===== src/rtl/tagdv_lookup_pkg.sv =====
// Shared types for the 2-way data cache tag path: TagDV entry layout,
// geometry constants and the lookup/miss-control state encoding.
package tagdv_lookup_pkg;

  localparam int TAG_W   = 20;
  localparam int INDEX_W = 8;
  localparam int WAYS    = 2;
  localparam int SETS    = 1 << INDEX_W;
  localparam int TDV_W   = TAG_W + 2;

  typedef struct packed {
    logic [TAG_W-1:0] tag;
    logic             dirty;
    logic             valid;
  } tagdv_t;

  typedef enum logic [2:0] {
    S_INIT,
    S_IDLE,
    S_LOOKUP,
    S_MISS,
    S_REFILL,
    S_UPDATE
  } state_t;

  function automatic logic [WAYS-1:0] way_onehot(input logic way);
    return way ? 2'b10 : 2'b01;
  endfunction

endpackage


===== src/rtl/tagdv_lookup.sv =====
// Tag lookup and miss control for the 2-way data cache: drives the TagDV RAM
// read address a cycle ahead, compares tags, tracks LRU and owns all TagDV writes.
module tagdv_lookup
  import tagdv_lookup_pkg::*;
(
  input  logic               clka,
  input  logic               rst,
  input  logic               req_valid,
  output logic               req_ready,
  input  logic [INDEX_W-1:0] req_index,
  input  logic [TAG_W-1:0]   req_tag,
  input  logic               req_wr,
  output logic               resp_valid,
  output logic               resp_hit,
  output logic               resp_way,
  output logic               miss_valid,
  input  logic               miss_ready,
  output logic               miss_way,
  output logic [TAG_W-1:0]   miss_victim_tag,
  output logic               miss_victim_dirty,
  input  logic               refill_done,
  output logic [INDEX_W-1:0] tdv_addrb,
  input  logic [TDV_W-1:0]   tdv_doutb0,
  input  logic [TDV_W-1:0]   tdv_doutb1,
  output logic [INDEX_W-1:0] tdv_addra,
  output logic [TDV_W-1:0]   tdv_dina,
  output logic [WAYS-1:0]    tdv_wea
);

  state_t             r_state, w_state_nxt;
  logic [INDEX_W-1:0] r_sweep;
  logic [SETS-1:0]    r_lru;
  logic [INDEX_W-1:0] r_index;
  logic [TAG_W-1:0]   r_tag;
  logic               r_wr;
  logic               r_victim;
  logic [TAG_W-1:0]   r_victim_tag;
  logic               r_victim_dirty;

  tagdv_t w_rd0, w_rd1, w_vic_entry;
  logic   w_hit0, w_hit1, w_hit, w_hit_way, w_hit_dirty, w_victim;

  assign w_rd0  = tdv_doutb0;
  assign w_rd1  = tdv_doutb1;
  assign w_hit0 = w_rd0.valid && (w_rd0.tag == r_tag);
  assign w_hit1 = w_rd1.valid && (w_rd1.tag == r_tag);
  assign w_hit  = w_hit0 || w_hit1;
  // Way 0 wins on a (theoretically impossible) double hit.
  assign w_hit_way   = !w_hit0;
  assign w_hit_dirty = w_hit0 ? w_rd0.dirty : w_rd1.dirty;
  assign w_victim    = !w_rd0.valid ? 1'b0 : (!w_rd1.valid ? 1'b1 : r_lru[r_index]);
  assign w_vic_entry = w_victim ? w_rd1 : w_rd0;

  assign miss_valid        = (r_state == S_MISS);
  assign miss_way          = r_victim;
  assign miss_victim_tag   = r_victim_tag;
  assign miss_victim_dirty = r_victim_dirty;

  // NOTE: every output of an always_comb gets a default first so no path
  // through the case leaves a value held, which would infer a latch.
  always_comb begin
    w_state_nxt = r_state;
    req_ready   = 1'b0;
    resp_valid  = 1'b0;
    resp_hit    = 1'b0;
    resp_way    = 1'b0;
    tdv_addrb   = r_index;
    tdv_addra   = r_index;
    tdv_dina    = '0;
    tdv_wea     = '0;
    case (r_state)
      S_INIT: begin
        tdv_addra = r_sweep;
        tdv_wea   = 2'b11;
        if (r_sweep == '1) w_state_nxt = S_IDLE;
      end
      S_IDLE: begin
        req_ready = 1'b1;
        tdv_addrb = req_index;
        if (req_valid) w_state_nxt = S_LOOKUP;
      end
      S_LOOKUP: begin
        if (w_hit) begin
          resp_valid  = 1'b1;
          resp_hit    = 1'b1;
          resp_way    = w_hit_way;
          req_ready   = 1'b1;
          tdv_addrb   = req_index;
          if (r_wr && !w_hit_dirty) begin
            tdv_dina = {r_tag, 1'b1, 1'b1};
            tdv_wea  = way_onehot(w_hit_way);
          end
          w_state_nxt = req_valid ? S_LOOKUP : S_IDLE;
        end else begin
          w_state_nxt = S_MISS;
        end
      end
      S_MISS:   if (miss_ready)  w_state_nxt = S_REFILL;
      S_REFILL: if (refill_done) w_state_nxt = S_UPDATE;
      S_UPDATE: begin
        tdv_dina    = {r_tag, r_wr, 1'b1};
        tdv_wea     = way_onehot(r_victim);
        resp_valid  = 1'b1;
        resp_way    = r_victim;
        w_state_nxt = S_IDLE;
      end
      default: w_state_nxt = S_INIT;
    endcase
    // The state register sits in INIT while reset is held; keep the RAMs untouched.
    if (rst) tdv_wea = '0;
  end

  // NOTE: sequential state uses non-blocking assignments so every register
  // samples pre-edge values, independent of statement order.
  // NOTE: the LRU array is plain flops, not RAM, so it can and does take the
  // asynchronous reset; the TagDV RAMs are cleared by the INIT sweep instead.
  always_ff @(posedge clka or posedge rst) begin
    if (rst) begin
      r_state        <= S_INIT;
      r_sweep        <= '0;
      r_lru          <= '0;
      r_index        <= '0;
      r_tag          <= '0;
      r_wr           <= 1'b0;
      r_victim       <= 1'b0;
      r_victim_tag   <= '0;
      r_victim_dirty <= 1'b0;
    end else begin
      r_state <= w_state_nxt;
      if (r_state == S_INIT) r_sweep <= r_sweep + 1'b1;
      if (req_valid && req_ready) begin
        r_index <= req_index;
        r_tag   <= req_tag;
        r_wr    <= req_wr;
      end
      if (r_state == S_LOOKUP) begin
        if (w_hit) begin
          r_lru[r_index] <= !w_hit_way;
        end else begin
          r_victim       <= w_victim;
          r_victim_tag   <= w_vic_entry.tag;
          r_victim_dirty <= w_vic_entry.valid && w_vic_entry.dirty;
        end
      end
      if (r_state == S_UPDATE) r_lru[r_index] <= !r_victim;
    end
  end

endmodule


===== config.mk =====
export PLATFORM = sky130hd
export DESIGN_NAME = tagdv_lookup
export DESIGN_NICKNAME = d
export VERILOG_FILES = /design/src/rtl/tagdv_lookup_pkg.sv /design/src/rtl/tagdv_lookup.sv
export SDC_FILE = /design/constraint.sdc
export NUM_CORES = 1
export LEC_CHECK = 0
export CORE_MARGIN = 10
export CORE_UTILIZATION = 30
export DETAILED_ROUTE_END_ITERATION = 10
export PLACE_DENSITY = 0.53
export SLEW_MARGIN = 40
export SYNTH_ARGS = -nofsm -noshare
export SYNTH_HDL_FRONTEND = slang
export SYNTH_SLANG_ARGS = --single-unit

===== constraint.sdc =====
create_clock -name clka -period 30.2 [get_ports clka]
set_clock_uncertainty 0.2 [all_clocks]
set_input_delay 6.04 -clock clka [delete_from_list [all_inputs] [get_ports clka]]
set_output_delay 6.04 -clock clka [all_outputs]
set_load 0.005 [all_outputs]

## Word-level counts from Yosys, hierarchy flattened

Cells that the tools add are included.
W data, S select, Z words.

| word-level totals | value |
|---|---|
| flip-flop bits (word level) | 318 |
| output and inout bits | 67 |
| logic and storage cells | 76 |

| cells by class | value |
|---|---|
| $add $sub $neg | 1 |
| $lt $le $gt $ge | 2 |
| equality and inequality tests | 12 |
| mux-type cells | 38 |
| bitwise operators | 1 |
| reductions and logical operators | 13 |

Operators by type and width:

| kind | count |
|---|---|
| $mux W256 | 3 |
| $bwmux W256 | 2 |
| $mux W22 | 3 |
| $pmux W22 S2 | 1 |
| $eq A20 B20 Y1 | 2 |
| $pmux W3 S6 | 1 |
| $mux W8 | 2 |
| $pmux W8 S2 | 1 |
| $mux W2 | 7 |
| $mux W3 | 4 |
| $lt A8 B9 Y1 const B | 1 |
| $add A8 B1 Y8 const B | 1 |
| $bmux W1 S8 | 1 |
| $demux W1 S8 | 1 |
| $eq A8 B8 Y1 const B | 1 |
| $ge A8 B1 Y1 const B | 1 |
| $mux W1 | 8 |
| $eq A3 B2 Y1 const B | 2 |
| $eq A3 B3 Y1 const B | 2 |
| $logic_and A1 B1 Y1 | 6 |
| $ne A2 B2 Y1 const B | 3 |
| $pmux W1 S2 | 3 |
| $pmux W2 S3 | 1 |
| $reduce_and A4 Y1 | 1 |
| 7 further kinds | 9 |

## Longest topological paths before layout

| depth | value |
|---|---|
| depth after elaboration | 9 |
| gate-level depth with buffers | 13 |
| gate-level depth less buffers | 8 |

## Least setup slack after synthesis

OpenSTA, ideal clock, no wires.

| timing | value |
|---|---|
| path type | input to output |
| start | input rst |
| end | output tdv_wea[1] |
| arrival time | 13.116 ns |
| required time | 23.960 ns |
| path slack | 10.844 ns |
| stages | 2 |
| path through | inv_1 o21a_1 |

| between the ends | value |
|---|---|
| longest elaborated chain between the ends | 1 |

Ends and longest elaborated chain:

| element | line | text |
|---|---|---|
| from (decl) | tagdv_lookup.sv:7 | `input logic rst,` |
| $mux W2 | tagdv_lookup.sv:110 | `if (rst) tdv_wea = '0;` |
| to (decl) | tagdv_lookup.sv:27 | `output logic [WAYS-1:0] tdv_wea` |

Every way passes these cells.

## Worst setup path after layout

| timing | value |
|---|---|
| start | input tdv_doutb0[15] |
| end | output tdv_addrb[7] |

| between the ends | value |
|---|---|
| longest elaborated chain between the ends | 5 |

Ends and longest elaborated chain:

| element | line | text |
|---|---|---|
| from (decl) | tagdv_lookup.sv:23 | `input logic [TDV_W-1:0] tdv_doutb0,` |
| $eq A20 B20 Y1 | tagdv_lookup.sv:45 | `assign w_hit0 = w_rd0.valid && (w_rd0.tag == r_tag);` |
| $logic_and A1 B1 Y1 | tagdv_lookup.sv:45 |  |
| $logic_or A1 B1 Y1 | tagdv_lookup.sv:47 | `assign w_hit = w_hit0 \|\| w_hit1;` |
| $mux W8 | tagdv_lookup.sv:83 | `if (w_hit) begin` |
| $pmux W8 S2 | tagdv_lookup.sv:71 | `case (r_state)` |
| to (decl) | tagdv_lookup.sv:22 | `output logic [INDEX_W-1:0] tdv_addrb,` |

Every way passes these cells.

==> Implementation_results.wiki <==
{| class="wikitable"
! Metric !! Value
|-
| Final HPWL DP || 39500 microns
|-
| Required time worst endpoint || 23.96 ns
|-
| Post-synthesis instance total || 1659
|-
| Number of sinks driven by the clock tree || about 320
|-
| Via count of the first global-routing pass || 13979
|-
| Top routing layer used || met4
|-
| Die Y || 257 microns
|-
| Clock transition at the registers of the reported paths || 0.05 ns
|-
| Max-cap violations || 0
|-
| Post-CTS repair timing setup buffer count || 0
|-
| Met1 wire length || about 27000 microns
|-
| Cell area after technology mapping || around 0.017 sq mm
|-
| Final weighted congestion in routability-driven placement || about 0.9
|-
| Worst Tran Pin Value || 0.885 ns
|-
| Overflow left after global routing || 0
|-
| Part of the cycle the worst path needs || 53.4%
|-
| Number of nets in the layout || between 1500 and 2000
|-
| Part of the Yosys area used for sequential elements || a little under half
|-
| Routed vias/inst || 5.69
|-
| Vias || 14171
|-
| Diode insertion count for antenna repair || 0
|-
| Slowest library cell on the worst path || sky130_fd_sc_hd__a21oi_2
|-
| Post_cts resized || 0
|-
| CTS Hold Buffers Added || 0
|-
| Maximum net fanout on the critical path || 27
|-
| CP Launch Type || input pin
|-
| Static Leak || 8.38 nW
|-
| Min Clock Period, post-route || about 16 ns
|-
| Starting density of the core || 30.4%
|-
| Peak supply drop || 0.0355 mV
|-
| Average wire length per cell after detail routing || roughly 24 microns
|-
| First-iteration detailed-routing DRC count || 1223
|-
| Hold crit path type || flip-flop to flip-flop
|-
| Top_reg_cell synth || sky130_fd_sc_hd__dfrtp_1
|-
| Number of unique standard cell types used by synthesis || 67
|-
| Core Rows || 86
|-
| Worst max-slew margin expressed relative to the limit || 41.0%
|-
| Crit-path most repeated cell || sky130_fd_sc_hd__clkdlybuf4s50_1
|-
| I/O pin count || 145
|-
| Delay-heaviest family, CP || buffers and inverters
|-
| Wire length of the first global-routing pass || between 90000 and 100000 microns
|-
| Remaining antenna violation count || 0
|-
| Net count after synthesis || 1738
|-
| Post-Layout Cell Count || 2490
|-
| Worst Setup Path Type || input pin to primary output
|-
| Clock latency reported for the late side of the worst-skew pair || 0.56 ns
|-
| Number of I/O port buffers || 144
|-
| EDFF count, synth || 0
|-
| Total number of yosys warnings || 0
|-
| Maximum count of clock buffers along a single path || 3
|-
| Initial antenna violation count || 0
|-
| Nature of the critical path endpoint || primary output
|-
| Number of hold-slack violations in the final timing report || 0
|-
| CP cell instances || clkdlybuf4s50_1 -> xnor2_1 -> nand4_1 -> nor4_1 -> and2_1 -> buf_4 -> o21ai_0 -> a21oi_2 -> mux2_2 -> clkdlybuf4s50_1
|-
| Count of buffering cells on the critical path with inverters included || 3
|-
| Leading cell types in the layout, fill and taps excluded || sky130_fd_sc_hd__a21oi_1, sky130_fd_sc_hd__dfrtp_1, sky130_fd_sc_hd__clkdlybuf4s50_1
|-
| Highest Clock Rate || 62.0 MHz
|-
| Total iterations of the first detailed-routing run || 6
|-
| DRC errors left || 0
|-
| TritonCTS Buffers || 38
|-
| Met2 WL || approximately 27000 microns
|-
| Area enclosed by the die boundary || about 0.066 sq mm
|-
| Total of endpoints with negative setup slack in the final report || 0
|-
| Slowest stage delay, CP || 0.74 ns
|-
| Met3 layer wire length in the routed design || 3920 microns
|-
| Share of synthesized registers carrying an async set or reset || 100%
|-
| Placed cell count || 2429
|-
| Average size of a mapped cell || 10.1 sq um
|-
| Unrepaired setup endpoints after global routing || no
|-
| Total power divided by cell area || 85.1 mW/mm^2
|-
| Core ar. || around 0.055 sq mm
|-
| Total wire length after detailed routing || between 50000 and 60000 microns
|-
| Horizontal die dimension || ~260 microns
|-
| Fraction of final layout cells with drive strength greater than 1 || between 10% and 20%
|-
| Maximum number of pins on one net before global-route repair || 109
|-
| Clock tree from TritonCTS || built
|-
| Flops & latches, synth || around 320
|-
| Final total negative setup slack || 0 ns
|-
| H-tree levels || 2
|-
| Clk Tree Root Cell || sky130_fd_sc_hd__clkbuf_16
|-
| Most common cell after layout, fill and taps aside || sky130_fd_sc_hd__a21oi_1
|-
| Number of max-slew violations in the final report || 0
|-
| GRT Overall Usage || 17.8%
|-
| Worst EP arrival || 9.88 ns
|-
| Growth of design area from synthesis to finish || 20.6%
|-
| Outcome || finished, final reports clean
|}
cell usage after synthesis, drive strengths merged, types with 8 or more instances:
cell type,number,area share [%]
buf,38,1.3
nor3,19,0.62
xor2,22,1.1
nand3,39,1.2
a31oi,73,2.7
a22o,18,0.94
mux4,52,7.1
clkbuf,134,3.0
mux2i,52,3.1
o21ai,11,0.33
o211ai,35,1.6
nor2,75,1.7
a22oi,8,0.36
and3,10,0.37
nand2,45,1.0
a32o,18,1.1
dfrtp,318,47
and2,46,1.7
nor2b,14,0.52
nand2b,11,0.41
xnor2,25,1.3
inv,28,0.62
a21oi,384,11
o311ai,21,1.1
mux2,47,3.1
nand4,38,1.4
nor4,27,1.0
sequential cells by signal, summed over array words and instances (netlist names):
name,count
r_sweep,8
r_tag,20
r_wr,1
miss_way,1
r_lru,256
miss_victim_tag,20
r_state,3
miss_victim_dirty,1
r_index,8
area by class of cell:
| class | count | area [sq um] |
|---|---|---|
| sequential | 318 | 7970 |
| clock inverter | 6 | 77.6 |
| multi-input combinational | 1140 | 8230 |
| tap | 748 | 936 |
| fill | 5515 | 35000 |
| inverter | 29 | 121 |
| clock buffer | 55 | 1140 |
| timing repair buffer | 194 | 1830 |
through the flow:
stage          area [sq um]  hold slack, ns  total power, W  setup slack, ns  util (%)
2_1_floorplan         16800           0.244        0.000976            10.84         -
3_3_place_gp          19000           0.269         0.00127            14.16      34.3
3_5_place_dp          19100           0.266         0.00128            14.15      34.5
4_1_cts               20300           0.285         0.00174            14.10      36.7
5_1_grt               20300           0.303         0.00181            13.92      36.7
6_report              20300           0.291         0.00173            14.08      36.7
worst register-to-register path, stage by stage (launching register included):
cell and delay, ns:
sky130_fd_sc_hd__dfrtp_2 0.34, sky130_fd_sc_hd__buf_4 0.61, sky130_fd_sc_hd__clkinv_1 0.80, sky130_fd_sc_hd__mux2i_1 0.28, sky130_fd_sc_hd__a221oi_1 0.36, sky130_fd_sc_hd__o2111a_1 0.34
sky130_fd_sc_hd__nand4_1 0.52, sky130_fd_sc_hd__buf_4 0.41, sky130_fd_sc_hd__nand4_1 0.14, sky130_fd_sc_hd__nand3_1 0.10
cells by family (layout without fill, tap and decap cells):
group,after synthesis,count (layout),synth area share [%]
adders and majority gates,1,1,0.0743
xor gates and xnor gates,47,47,2.45
and+or+nand+nor,338,338,10.6
muxes,151,151,13.4
DFF,318,318,47.3
buffers and inverters,201,284,4.97
AOI/OAI and AO/OA,603,603,21.3
per-layer routing:
metal,up-vias,track usage (%)
li1,6353,-
met3,85,4.04
met2,531,27.2
met4,0,6.59
met5,-,0
met1,7202,24.1
final timing paths:
path                                      endpoint  cells past startpoint      startpoint  slack, ns
worst min-delay path                    r_lru[143]                      1      r_lru[143]       0.29
worst max-delay path                  tdv_addrb[7]                     10  tdv_doutb0[15]      14.08
min in group asynchronous                r_tag[13]                      2             rst       5.81
max in group asynchronous               r_index[0]                      3             rst      22.86
worst max register to register  miss_victim_tag[7]                      9      r_index[1]      25.97
worst min register to register          r_lru[143]                      1      r_lru[143]       0.29
power by group:
part | leakage (nW) | internal [W] | switching, W
registers | 4.32 | 0.000492 | 0.0000910
logic | 3.46 | 0.000271 | 0.000422
clock network | 0.599 | 0.000268 | 0.000183
total | 8.38 | 0.00103 | 0.000697
No activity file was read; power rests on OpenSTA's default activity.
==> RTL edit 1, RTL diff (same settings) <==
The 6 states of `state_t` get a one-hot encoding in 6 bits.
--- a/src/rtl/tagdv_lookup_pkg.sv
+++ b/src/rtl/tagdv_lookup_pkg.sv
@@ -15,11 +15,11 @@
   } tagdv_t;
 
-  typedef enum logic [2:0] {
-    S_INIT,
-    S_IDLE,
-    S_LOOKUP,
-    S_MISS,
-    S_REFILL,
-    S_UPDATE
+  typedef enum logic [5:0] {
+    S_INIT   = 6'b000001,
+    S_IDLE   = 6'b000010,
+    S_LOOKUP = 6'b000100,
+    S_MISS   = 6'b001000,
+    S_REFILL = 6'b010000,
+    S_UPDATE = 6'b100000
   } state_t;
 
Formal check against the unedited RTL: same outputs for any inputs over 4 cycles, from zero or initial values and one cycle with rst high; so few cycles prove little.
==> RTL edit 1 against the unedited design <==
- sequential cell count increased by 3
- critical endpoint is now tdv_dina[13]
- design area decreased by 4.2%
- setup slack improved by 0.51 ns
- critical path type unchanged
- routed wire length decreased by 9.2%
- sequential power decreased by 8.7%
- critical path depth unchanged
- area after synthesis decreased by 4.3%
- power decreased by 15%
==> RTL edit 1: results (changes against the unedited design) <==
syn_nets 1663 (was 1738); met2 Usage GRT 0.265 (was 0.272); vias in the first global route 13010 (was 13979); routability cong. 0.843 (was 0.898); outcome finished, final reports clean (unchanged); largest register by flop count r_lru (unchanged); Synth cell types 63 (was 67); Top Layer Used met4 (unchanged); Final HPWL DP 35200 µm (was 39500 µm); Vias per Instance 5.53 (was 5.69); XOR/XNOR share of the synthesized area 0.0261 (was 0.0245); DR iter-0 viols 1224 (was 1223); Seq/Total Area, Yosys 0.499 (was 0.473); most frequent cells after synthesis o21ai_0, dfrtp_1, clkbuf_1, nand2_1, mux2i_1 (was a21oi_1, dfrtp_1, clkbuf_1, nor2_1, a31oi_1); actual slew at the worst max-slew pin 0.825 ns (was 0.885 ns); Compound-Gate Fraction of Synth Area 0.192 (was 0.213); WL/cell 22.9 µm (was 24.1 µm); asr flop ratio synth 1.00 (unchanged); diodes inserted 0 (unchanged); dominant cells by area after synthesis dfrtp_1, o21ai_0, mux4_2, mux2i_1, clkbuf_1 (was dfrtp_1, a21oi_1, mux4_2, mux2_2, mux2i_1); design area 19500 µm² (was 20300 µm²); TritonRoute pass-1 iters 6 (unchanged); static leakage 7.99 nW (was 8.38 nW); Fill cells 5259 (was 5515); latest clock arrival within the worst-skew pair 0.56 ns (about the same); Cells after DPL 2308 (was 2429); Syn Area/Cell 10.2 µm² (was 10.1 µm²); GRT Total Usage 0.169 (was 0.178); initial antenna violation count 0 (unchanged); mux share of post-synthesis cell area 0.136 (was 0.134); worst min-delay path class reg2reg (unchanged); first-pass GRT wire length 83600 µm (was 91800 µm); Metal-1 WL 24600 µm (was 27300 µm); dpl ws 14.55 ns (was 14.15 ns); Post-CTS Resized 0 (unchanged); Adder-Cell Fraction of Synth Area 0.000777 (was 0.000744); CP max stage delay 0.56 ns (was 0.74 ns); Nets 1740 (was 1800); placed inst area 18100 µm² (was 19100 µm²); CP delay by family, top simple AND/OR/NAND/NOR gates (was buffers and inverters); met3 wire length 4200 µm (was 3920 µm); Clock power frac 0.320 (was 0.261); Buffers on Ports 144 (unchanged); Post CTS Setup Buffer Count 0 (unchanged); largest net degree at the start of global routing 130 (was 109); share of cells above drive strength 1 0.114 (was 0.146); max reg flops 256 (unchanged); Max FO, Critical Path 22 (was 27); Vias 13151 (was 14171); Internal 0.939 mW (was 1.03 mW); WL met2 24600 µm (was 26900 µm); Synth Flop Type dfrtp_1 (unchanged); Clock Tree Root clkbuf_16 (unchanged); Crit-path slowest cell nor4_1 (was a21oi_2); sequential share of power 0.362 (was 0.338); maximum vdd drop 0.0368 mV (was 0.0355 mV); met1 Usage GRT 0.235 (was 0.241); power density cells 75.5 nW/µm² (was 85.1 nW/µm²); H-tree depth 2 (unchanged); GRT met3 Usage 0.0381 (was 0.0404)
-- RTL edit 1: final timing paths --
kind                                                 start  depth (start not counted)  slack (ns)                              end
hold / removal             miss_victim_tag[19]$_DFFE_PP0P_                          2        0.29  miss_victim_tag[19]$_DFFE_PP0P_
hold reg to reg            miss_victim_tag[19]$_DFFE_PP0P_                          2        0.29  miss_victim_tag[19]$_DFFE_PP0P_
min in group asynchronous                              rst                          2        5.89  miss_victim_tag[13]$_DFFE_PP0P_
max in group asynchronous                              rst                          5       22.07              r_lru[74]$_DFF_PP0_
setup / recovery                             tdv_doutb1[3]                         10       14.59                     tdv_dina[13]
setup reg to reg                    r_index[0]$_DFFE_PP0P_                          9       25.85   miss_victim_tag[0]$_DFFE_PP0P_
-- RTL edit 1: cell type report --
type / count / area share
clock buffer: 61 / 0.0600
inverter: 9 / 0.00238
timing repair buffer: 177 / 0.0903
tap: 688 / 0.0442
multi-input combinational: 1114 / 0.384
clock inverter: 8 / 0.00598
sequential: 321 / 0.413
==> RTL edit 2, RTL diff (same flow settings) <==
Without the edit above. Set the package constant `TAG_W` to 30 (it was 20).
--- a/src/rtl/tagdv_lookup_pkg.sv
+++ b/src/rtl/tagdv_lookup_pkg.sv
@@ -3,5 +3,5 @@
 package tagdv_lookup_pkg;
 
-  localparam int TAG_W   = 20;
+  localparam int TAG_W   = 30;
   localparam int INDEX_W = 8;
   localparam int WAYS    = 2;
Ports: changed (5 resized); port bits go from 145 to 195. The function was not compared with the original's and may differ.
==> RTL edit 2 against the unedited design <==
- worst hold slack gained 0.0080 ns
- count of clock-buffer cells in the layout grew 5
- sequential cell count grew 20
- synthesized cell count grew 0.90%
- area after synthesis grew 2.0%
- design area grew 5.8%
- die area grew 1.8%
- routed wire length grew 1.6%
- setup slack gained 0.38 ns
- combinational power grew 6.8%
- clock power grew 11%
- critical path depth shrank 1
- power grew 7.0%
==> RTL edit 2: results (changes against the unedited design) <==
Crit-path slowest cell a21oi_4 (was a21oi_2); Reg-to-Reg End miss_victim_tag[4]$_DFFE_PP0P_ (was miss_victim_tag[7]$_DFFE_PP0P_); sequential group power 0.608 mW (was 0.583 mW); Slew headroom 0.422 (was 0.410); GRT Total Usage 0.178 (about the same); Buffers on Ports 194 (was 144); share of cells above drive strength 1 0.143 (was 0.146); Hold Crit Start miss_victim_dirty$_DFFE_PP0P_ (was r_lru[143]$_DFF_PP0_); Clock power frac 0.271 (was 0.261); Reg2Reg Depth 10 (was 9); outcome finished, final reports clean (unchanged); mux share of post-synthesis cell area 0.118 (was 0.134); first-pass GRT wire length 93000 µm (was 91800 µm); Hold EP miss_victim_dirty$_DFFE_PP0P_ (was r_lru[143]$_DFF_PP0_); most frequent cells after synthesis a21oi_1, dfrtp_1, clkbuf_1, nand2_1 (was a21oi_1, dfrtp_1, clkbuf_1, nor2_1, a31oi_1); Synth cell types 60 (was 67); Reg2Reg Launch Point r_index[0]$_DFFE_PP0P_ (was r_index[1]$_DFFE_PP0P_); Hold Crit Depth 2 (was 1); flop2flop setup slack 25.73 ns (was 25.97 ns); CTS max path bufs 3 (unchanged); CP max stage delay 0.54 ns (was 0.74 ns); Vias per Instance 5.54 (was 5.69); Worst Path Arrival 9.50 ns (was 9.88 ns); latest clock arrival within the worst-skew pair 0.58 ns (was 0.56 ns); Adder-Cell Fraction of Synth Area 0.000729 (was 0.000744); vias in the first global route 14379 (was 13979); TritonRoute pass-1 iters 5 (was 6); syn_nets 1783 (was 1738); maximum vdd drop 0.0469 mV (was 0.0355 mV); Seq/Total Area, Yosys 0.493 (was 0.473); crit path launch tdv_doutb1[4] (was tdv_doutb0[15]); routability cong. 0.912 (was 0.898); initial antenna violation count 6 (was 0); Nets 1922 (was 1800); placed inst area 20000 µm² (was 19100 µm²); largest net degree at the start of global routing 120 (was 109); worst min-delay path class reg2reg (unchanged); Num CTS Buffers 41 (was 38); CP delay by family, top simple AND/OR/NAND/NOR gates (was buffers and inverters); Clock Tree Root clkbuf_16 (unchanged); Final HPWL DP 40800 µm (was 39500 µm); Compound-Gate Fraction of Synth Area 0.227 (was 0.213); static leakage 8.79 nW (was 8.38 nW); max reg flops 256 (unchanged); WL/cell 23.4 µm (was 24.1 µm); DR iter-0 viols 1235 (was 1223); Max FO, Critical Path 14 (was 27); dominant cells by area after synthesis dfrtp_1, a21oi_1, mux4_2, mux2i_1, mux2_2 (was dfrtp_1, a21oi_1, mux4_2, mux2_2, mux2i_1)
[RTL edit 2: changes by cell type after synthesis, moves of 22 or more]
cell	delta
a21boi_0	+30
a21oi_1	+84
a31o_1	+28
a31oi_1	-70
clkbuf_1	-31
inv_1	-22
nor2_1	-27
o211ai_1	-31
o21ai_0	+52
o22a_1	+30
xnor2_1	+37
[RTL edit 2: per-stage QoR]
step | instances | util | total power, mW | setup WS, ns | hold WS (ns)
floorplan | 1674 | - | 1.02 | 14.59 | 0.260
global placement | 2523 | 0.352 | 1.33 | 14.37 | 0.271
detailed placement | 2525 | 0.355 | 1.35 | 14.49 | 0.282
CTS | 2596 | 0.379 | 1.86 | 14.49 | 0.303
global route | 2603 | 0.380 | 1.93 | 14.35 | 0.320
finish | 2603 | 0.380 | 1.85 | 14.46 | 0.299
[RTL edit 2: cell type report]
cell class / instances / area (µm²) / area share
Sequential cell: 338 / 8460 / 0.394
Antenna cell: 6 / 15.0 / 0.000699
Timing Repair Buffer: 245 / 2390 / 0.112
Tap cell: 756 / 946 / 0.0440
Clock buffer: 60 / 1240 / 0.0576
Multi-Input combinational cell: 1180 / 8240 / 0.384
Clock inverter: 11 / 136 / 0.00635
Inverter: 7 / 38.8 / 0.00181
[RTL edit 2: metal layers]
| layer | global-route usage | vias to the layer above | wire, µm |
|---|---|---|---|
| met2 | 0.291 | 521 | 29400 |
| met5 | 0 | - | 0 |
| li1 | - | 6491 | - |
| met1 | 0.235 | 7318 | 26200 |
| met3 | 0.0273 | 102 | 3720 |
| met4 | 0.0637 | 0 | 1620 |
[RTL edit 2: cell families after synthesis]
group | after synthesis
mux | 149
simple gates | 278
fa+ha+maj | 1
compound gates | 684
flops | 338
xor+xnor | 68
buf+inv | 156
